`src/rtl/key_pkg.sv`:
```
// Shared widths, FSM state type and the 8-to-3 priority encode used by key_encoder83.
package key_pkg;

    localparam int unsigned KEY_W  = 8;
    localparam int unsigned CODE_W = 3;

    typedef enum logic {
        IDLE    = 1'b0,
        PRESSED = 1'b1
    } key_state_e;

    // Highest-numbered low bit wins; code is 7 minus its index so it decodes back to the same LED.
    function automatic logic [CODE_W-1:0] prio_enc83(input logic [KEY_W-1:0] n);
        logic [CODE_W-1:0] r;
        r = '0;
        for (int i = 0; i < int'(KEY_W); i++) begin
            if (!n[i]) r = CODE_W'(int'(KEY_W) - 1 - i);
        end
        return r;
    endfunction

endpackage

```
`src/rtl/key_encoder83_if.sv`:
```
// Button input and encoded-key event bus between the encoder and downstream control logic.
interface key_encoder83_if;
    import key_pkg::*;

    logic [KEY_W-1:0]  keys_n;
    logic [CODE_W-1:0] code;
    logic              valid;
    logic              press;
    logic              released;

    modport master (input keys_n, output code, valid, press, released);
    modport slave  (output keys_n, input code, valid, press, released);
endinterface

```
`src/rtl/key_debounce.sv`:
```
// Two-flop synchroniser followed by a saturating stability counter; deb only follows a vector held long enough.
module key_debounce #(
    parameter int unsigned WIDTH           = 8,
    parameter int unsigned DEBOUNCE_CYCLES = 240000
) (
    input  logic             clk,
    input  logic             rst_n,
    input  logic [WIDTH-1:0] keys_n,
    output logic [WIDTH-1:0] deb
);

    localparam int unsigned CNT_W = (DEBOUNCE_CYCLES > 1) ? $clog2(DEBOUNCE_CYCLES) : 1;
    localparam logic [CNT_W-1:0] CNT_LAST = CNT_W'(DEBOUNCE_CYCLES - 1);

    logic [WIDTH-1:0] s1;
    logic [WIDTH-1:0] s2;
    logic [WIDTH-1:0] cand;
    logic [CNT_W-1:0] cnt;

    always_ff @(posedge clk or negedge rst_n) begin
        if (!rst_n) begin
            s1   <= '1;
            s2   <= '1;
            cand <= '1;
            cnt  <= '0;
            deb  <= '1;
        end else begin
            s1 <= keys_n;
            s2 <= s1;
            // Any movement restarts the window; the counter parks at its last value once committed.
            if (s2 != cand) begin
                cand <= s2;
                cnt  <= '0;
            end else if (cnt == CNT_LAST) begin
                deb <= cand;
            end else begin
                cnt <= cnt + CNT_W'(1);
            end
        end
    end

endmodule

```
`src/rtl/key_encoder83.sv`:
```
// Debounced 8-to-3 priority encoder for active-low push-buttons with held code, valid and press/release strobes.
module key_encoder83
    import key_pkg::*;
#(
    parameter int unsigned DEBOUNCE_CYCLES = 240000
) (
    input  logic                    clk,
    input  logic                    rst_n,
    key_encoder83_if.master         bus
);

    logic [KEY_W-1:0]  deb;
    logic [CODE_W-1:0] enc_c;
    logic              any_c;

    key_state_e        state;
    logic [CODE_W-1:0] code;
    logic              valid;
    logic              press;
    logic              released;

    key_debounce #(
        .WIDTH           (KEY_W),
        .DEBOUNCE_CYCLES (DEBOUNCE_CYCLES)
    ) u_debounce (
        .clk    (clk),
        .rst_n  (rst_n),
        .keys_n (bus.keys_n),
        .deb    (deb)
    );

    assign enc_c = prio_enc83(deb);
    assign any_c = (deb != '1);

    // Strobes default low every cycle so each lasts exactly one clock.
    always_ff @(posedge clk or negedge rst_n) begin
        if (!rst_n) begin
            state    <= IDLE;
            code     <= '0;
            valid    <= 1'b0;
            press    <= 1'b0;
            released <= 1'b0;
        end else begin
            press    <= 1'b0;
            released <= 1'b0;
            case (state)
                IDLE: begin
                    if (any_c) begin
                        state <= PRESSED;
                        code  <= enc_c;
                        valid <= 1'b1;
                        press <= 1'b1;
                    end
                end
                PRESSED: begin
                    if (!any_c) begin
                        state    <= IDLE;
                        valid    <= 1'b0;
                        released <= 1'b1;
                    end else if (enc_c != code) begin
                        code  <= enc_c;
                        press <= 1'b1;
                    end
                end
                default: state <= IDLE;
            endcase
        end
    end

    assign bus.code     = code;
    assign bus.valid    = valid;
    assign bus.press    = press;
    assign bus.released = released;

endmodule
```
`src/flat_wrapper.sv`:
```
// flat-port wrapper written by rule: the top's interface ports become plain ports
module key_encoder83_flat import key_pkg::*;
#(
    parameter int unsigned DEBOUNCE_CYCLES = 240000
)
  (clk, rst_n, bus_keys_n, bus_code, bus_valid, bus_press, bus_released);
  key_encoder83_if bus_i ();
  input  logic clk;
  input  logic rst_n;
  input wire logic [$bits(bus_i.keys_n)-1:0] bus_keys_n;
  output wire logic [$bits(bus_i.code)-1:0] bus_code;
  output wire logic [$bits(bus_i.valid)-1:0] bus_valid;
  output wire logic [$bits(bus_i.press)-1:0] bus_press;
  output wire logic [$bits(bus_i.released)-1:0] bus_released;
  assign bus_i.keys_n = bus_keys_n;
  assign bus_code = bus_i.code;
  assign bus_valid = bus_i.valid;
  assign bus_press = bus_i.press;
  assign bus_released = bus_i.released;
  key_encoder83 #(.DEBOUNCE_CYCLES(DEBOUNCE_CYCLES)) u_core (.clk(clk), .rst_n(rst_n), .bus(bus_i));
endmodule
```
`config.mk`:
```
export PLATFORM = sky130hd
export DESIGN_NAME = key_encoder83_flat
export DESIGN_NICKNAME = d
export VERILOG_FILES = /design/src/rtl/key_pkg.sv /design/src/rtl/key_encoder83_if.sv /design/src/rtl/key_debounce.sv /design/src/rtl/key_encoder83.sv /design/src/flat_wrapper.sv
export SDC_FILE = /design/constraint.sdc
export NUM_CORES = 1
export LEC_CHECK = 0
export BUFFER_PORTS_ARGS = -buffer_cell sky130_fd_sc_hd__clkbuf_2
export CAP_MARGIN = 20
export CORE_UTILIZATION = 45
export CTS_CLUSTER_DIAMETER = 60
export CTS_CLUSTER_SIZE = 20
export DETAILED_ROUTE_END_ITERATION = 8
export PLACE_DENSITY = 0.61
export SYNTH_ARGS = -nofsm -noshare
export SYNTH_HDL_FRONTEND = slang
export SYNTH_SLANG_ARGS = --single-unit
```
`constraint.sdc`:
```
create_clock -name clk -period 2.9 [get_ports clk]
set_clock_uncertainty 0.2 [all_clocks]
set_input_delay 0.29 -clock clk [delete_from_list [all_inputs] [get_ports clk]]
set_output_delay 0.29 -clock clk [all_outputs]
set_load 0.03 [all_outputs]
```
==> Word level (Yosys, flattened, before mapping) <==
Cells that the tools add are included.
{ "word_totals": {"ff_bits": 57, "input_bits": 10, "out_inout_bits": 6, "elab_cells": 48} }
{ "op_classes": {"addsub": 1, "n_eq_ne": 9, "n_mux": 23, "n_bitwise": 2, "n_reduce_logical": 3} }
{ "ops": {"columns": ["cell", "count"], "rows": [
  ["18-bit 2-to-1 mux", 2],
  ["3-bit 2-to-1 mux", 11],
  ["18-bit by 1-bit adder with 18-bit output, second input constant", 1],
  ["18-bit == test, second input constant", 1],
  ["8-bit inequality test", 1],
  ["8-bit inequality test, second input constant", 1],
  ["1-bit 2-to-1 mux", 7],
  ["2-bit inequality test, second input constant", 3],
  ["3-bit case mux with 2 select lines", 1],
  ["2-bit by 1-bit inequality test with 1-bit output, second input constant", 2],
  ["1-bit case mux with 2 select lines", 2],
  ["2-bit AND reduction", 2],
  ["3-bit inequality test", 1],
  ["3-bit AND reduction", 1],
  ["1-bit NOT", 2]
]} }

==> Logic depth before layout (Yosys ltp) <==
{ "depth": {"depth_word": 12, "mapped_depth": 7, "mapped_depth_nobuf": 6} }

==> Cells and area by module <==
A second synthesis with hierarchy kept.
{ "hier_totals": {"cells_unflattened": 194, "hier_area_um2": 2421.1} }
{ "modules_own_cells": {"columns": ["mod", "instances", "cells_each", "area_per_inst_um2"], "rows": [
  ["key_debounce", 1, 159, 2040.7],
  ["key_encoder83", 1, 35, 380.4]
]} }

==> Least setup slack after synthesis <==
No wires, ideal clock.
{ "synth_timing": {"path_type": "flip-flop to flip-flop", "from": "reg u_core.u_debounce.cand[1]", "to": "reg u_core.u_debounce.deb[0]", "t_arrival_ns": 1.933, "t_required_ns": 2.618, "setup_slack_ns": 0.685, "stages_incl_launch_ff": 6, "n_path_buf": 0, "cell_sequence": "dfstp_2 > xor2_1 > nor4_1 > nand2_2 > nor4_4 > mux2_2"} }
{ "synth_between": {"elab_chain_cells": 3} }
{ "synth_lines": {"columns": ["element", "line", "text"], "rows": [
  ["from (decl)", "key_debounce.sv:17", "logic [WIDTH-1:0] cand;"],
  ["from (signal assigned)", "key_debounce.sv:24", "cand <= '1;"],
  ["from (signal assigned)", "key_debounce.sv:32", "cand <= s2;"],
  ["8-bit inequality test", "key_debounce.sv:31", "if (s2 != cand) begin"],
  ["1-bit NOT (no source line)", null, null],
  ["2-bit AND reduction (no source line)", null, null],
  ["to (signal assigned)", "key_debounce.sv:35", "deb <= cand;"],
  ["to (decl)", "key_debounce.sv:9", "output logic [WIDTH-1:0] deb"]
]} }
No other way between the ends.
A chain may end at the register's enable or synchronous reset.

==> Worst setup path in the final report <==
{ "layout_timing": {"from": "reg u_core.u_debounce.cand[4]", "to": "reg u_core.u_debounce.deb[5]"} }
Same word-level chain as after synthesis.

==> results.sh <==
export IMPL_status="completed"
export IMPL_diodes=0
export IMPL_die_area_sq_um=5490
export IMPL_startpoint_type="flop"
export IMPL_dp_hpwl_microns=2650
export IMPL_start_util_pct=48.3
export IMPL_crit_required_ps=2950
export IMPL_critPathSlowestCell="dfstp_2"
export IMPL_worstSetupPathType="reg2reg"
export IMPL_p_leak_nw=1.18
export IMPL_drt_wl_total_microns=3890
export IMPL_holdPathEnd="u_core.u_debounce.s2[0]"
export IMPL_rsz0062_at_grt="no"
export IMPL_grt_pass1_vias=1426
export IMPL_grt_max_degree=33
export IMPL_fin_tns_setup_ps=0
export IMPL_clkSinkCount=57
export IMPL_finalNonFillerCells=290
export IMPL_synth_seq_cells=57
export IMPL_nNetsFinal=231
export IMPL_r2r_end="u_core.u_debounce.deb[5]"
export IMPL_routed_via_density=5.14
export IMPL_path_buf_inv=0
export IMPL_timing_rr_start="u_core.u_debounce.cand[4]"
export IMPL_tritoncts="done"
export IMPL_finalCritPeriodShare_pct=79.6
export IMPL_finalSetupViolations=0
export IMPL_first_pass_iters=4
export IMPL_r2r_cells=5
export IMPL_core_sq_um=4850
export IMPL_clk_pin_slew_worst_paths_ps=60
export IMPL_grt_overflow_total=0
export IMPL_hold_class="reg2reg"
export IMPL_crit_arrival_ps=2360
export IMPL_worstPathCellList="xor2_1 > nor4_1 > nand2_2 > nor4_4 > mux2_2"
export IMPL_drtIter0Drc=76
export IMPL_ys_warn_count=0
export IMPL_tightest_slew_ps=651
export IMPL_ant_nets=0
export IMPL_synthSimpleGateAreaFrac_pct=13.7
export IMPL_min_from="u_core.u_debounce.s1[0]"
export IMPL_fp_dieW_microns=74.1
export IMPL_syn_instance_count=190
export IMPL_synthXorXnorAreaFrac_pct=8.98
export IMPL_grtUsageTotal_pct=16.9
export IMPL_maxCapViolCount=0
export IMPL_ys_seq_area_share_pct=62.7
export IMPL_synth_mux_area_share_pct=4.76
export IMPL_root_buffer="clkbuf_8"
export IMPL_rrSetupSlack_ps=590
export IMPL_holdPathStages=0
export IMPL_grt_antenna_before_repair=0
export IMPL_htreeDepth=3
export IMPL_drc=0
export IMPL_clkLatencyLatePin_ps=330
export IMPL_drive_above_1_share_pct=34.1
export IMPL_num_vias=1490
export IMPL_fmax_mhz=433
export IMPL_die_h_microns=74.1
export IMPL_grt_pass1_wl_microns=6580
export IMPL_syn_mean_instance_area_sq_um=12.3
export IMPL_synth_distinct_cells=37
export IMPL_port_buffers=15
export IMPL_synthAdderAreaFrac_pct=1.60
export IMPL_irDropWorstVdd_v=0.000424
export IMPL_ys_flop_type="dfstp_2"
export IMPL_cts_buffers=9
export IMPL_syn_area_sq_um=2340
export IMPL_p_per_area_nw_per_um2=585
export IMPL_wl_per_cell_microns=13.4
export IMPL_clockBufferDepth=2
export IMPL_syn_to_final_growth_pct=18.9
export IMPL_synth_edf_count=0
export IMPL_cp_top_family="simple AND/OR/NAND/NOR gates"
export IMPL_critPathMaxFanout=8
export IMPL_synth_compound_area_share_pct=5.88
export IMPL_whs_ps=156
export IMPL_num_rows=25
export IMPL_hold_viol_final=0
export IMPL_fin_crit_ps=2310
export IMPL_io_pins=16
export IMPL_place_gp_congestion=0.738
export IMPL_syn_nets=203
export IMPL_slew_viol_final=0
export IMPL_synth_top_family_by_area="simple AND/OR/NAND/NOR gates"
export IMPL_placed_cells=265
export IMPL_async_flop_share_pct=100
export IMPL_relSlewSlack_pct=56.6
export IMPL_cp_end_kind="flop"
export IMPL_cp_slowest_stage_delay_ps=550
worst max-delay path by stage:
stage / from / end / slack, ps / cells past startpoint
floorplan: u_core.u_debounce.cand[1] / u_core.u_debounce.deb[0] / 690 / 5
global placement: u_core.u_debounce.cand[5] / u_core.u_debounce.deb[1] / 600 / 5
detailed placement: u_core.u_debounce.cand[5] / u_core.u_debounce.deb[4] / 550 / 5
CTS: u_core.u_debounce.cand[5] / u_core.u_debounce.deb[4] / 560 / 5
global route: u_core.u_debounce.cand[5] / u_core.u_debounce.deb[4] / 430 / 5
finish: u_core.u_debounce.cand[4] / u_core.u_debounce.deb[5] / 590 / 5
cell type report:
class / instances / area (sq um)
Clock buffer: 14 / 173
Clock inverter: 2 / 35.0
Fill cell: 423 / 2070
Inverter: 5 / 18.8
Multi-Input combinational cell: 118 / 817
Sequential cell: 57 / 1470
Tap cell: 67 / 83.8
Timing Repair Buffer: 27 / 188
registers in the layout (all words and copies together), names as in the netlist:
register and cells:
u_core.u_debounce.cnt 18, u_core.state 1, u_core.u_debounce.deb 8, u_core.u_debounce.s1 8
u_core.u_debounce.cand 8, u_core.bus.press 1, u_core.bus.released 1, u_core.bus.valid 1
u_core.u_debounce.s2 8, u_core.bus.code 3
layer usage:
layer  vias up  global-route usage, %  share of wire (%)
met1       736                   21.6                 46
met5         -                      0                  0
li1        708                      -                  -
met2        37                   25.2                 48
met4         0                   12.2                2.7
met3         9                   4.07                3.3
stage by stage:
| stage | area [sq um] | total power [mW] | utilization, % | setup WS [ps] |
|---|---|---|---|---|
| 2_1_floorplan | 2340 | 0.859 | - | 685 |
| 3_3_place_gp | 2480 | 0.881 | 51.2 | 599 |
| 3_5_place_dp | 2480 | 0.883 | 51.2 | 555 |
| 4_1_cts | 2780 | 1.66 | 57.4 | 557 |
| 5_1_grt | 2780 | 1.69 | 57.4 | 430 |
| 6_report | 2780 | 1.63 | 57.4 | 591 |
Yosys cell counts, types with 2 or more instances:
library cell | n | share of area (%)
a211oi_1 | 2 | 0.64
a21oi_1 | 2 | 0.43
a31oi_1 | 2 | 0.53
a41oi_1 | 2 | 0.75
and2_1 | 4 | 1.1
and3_1 | 3 | 0.80
clkbuf_1 | 10 | 1.6
dfrtp_1 | 25 | 27
dfstp_2 | 32 | 36
ha_1 | 3 | 1.6
inv_1 | 5 | 0.80
mux2_2 | 9 | 4.3
nand2_1 | 12 | 1.9
nand3_1 | 5 | 1.1
nand4_1 | 4 | 1.1
nor2_1 | 18 | 2.9
nor3_1 | 2 | 0.43
nor4_1 | 2 | 0.53
o21ai_0 | 7 | 1.5
o31ai_1 | 2 | 0.64
xnor2_1 | 4 | 1.5
xor2_1 | 20 | 7.5
power breakdown:
group          leakage (nW)  internal, mW  switching [mW]  total [mW]
logic                 0.395        0.0183          0.0216      0.0399
clock network         0.107         0.466           0.284       0.750
registers             0.674         0.827          0.0105       0.838
logic make-up (layout without fill, tap and decap cells):
group,count (synthesis),after routing
xor gates and xnor gates,24,24
DFF,57,57
AOI/OAI and AO/OA,21,21
adders and majority gates,3,3
and+or+nand+nor,60,60
buffers and inverters,15,48
muxes,10,10
cell usage in the layout, fill, tap and decap left out, drive strengths merged, types with 2 or more instances in the layout:
cell type and n:
mux2 9, dlygate4sd3 9, inv 5, dfrtp 25, xor2 20, nand4 4, a21oi 2, buf 3
a31oi 2, nor2 18, and2 4, dfstp 32, a211oi 2, nand2 13, nor4 3, o31ai 2
xnor2 4, o21ai 7, nor3 2, a41oi 2, clkbuf 29, ha 3, and3 3, nand3 5
timing repair:
action / in CTS / in global routing
gates resized for setup: 0 / 0
hold buffers: 9 / 0
endpoints found under the hold margin: 33 / 0
setup buffers: 0 / 0
endpoints found under the setup margin: 0 / 0
Power figures use the tool's default switching activity.
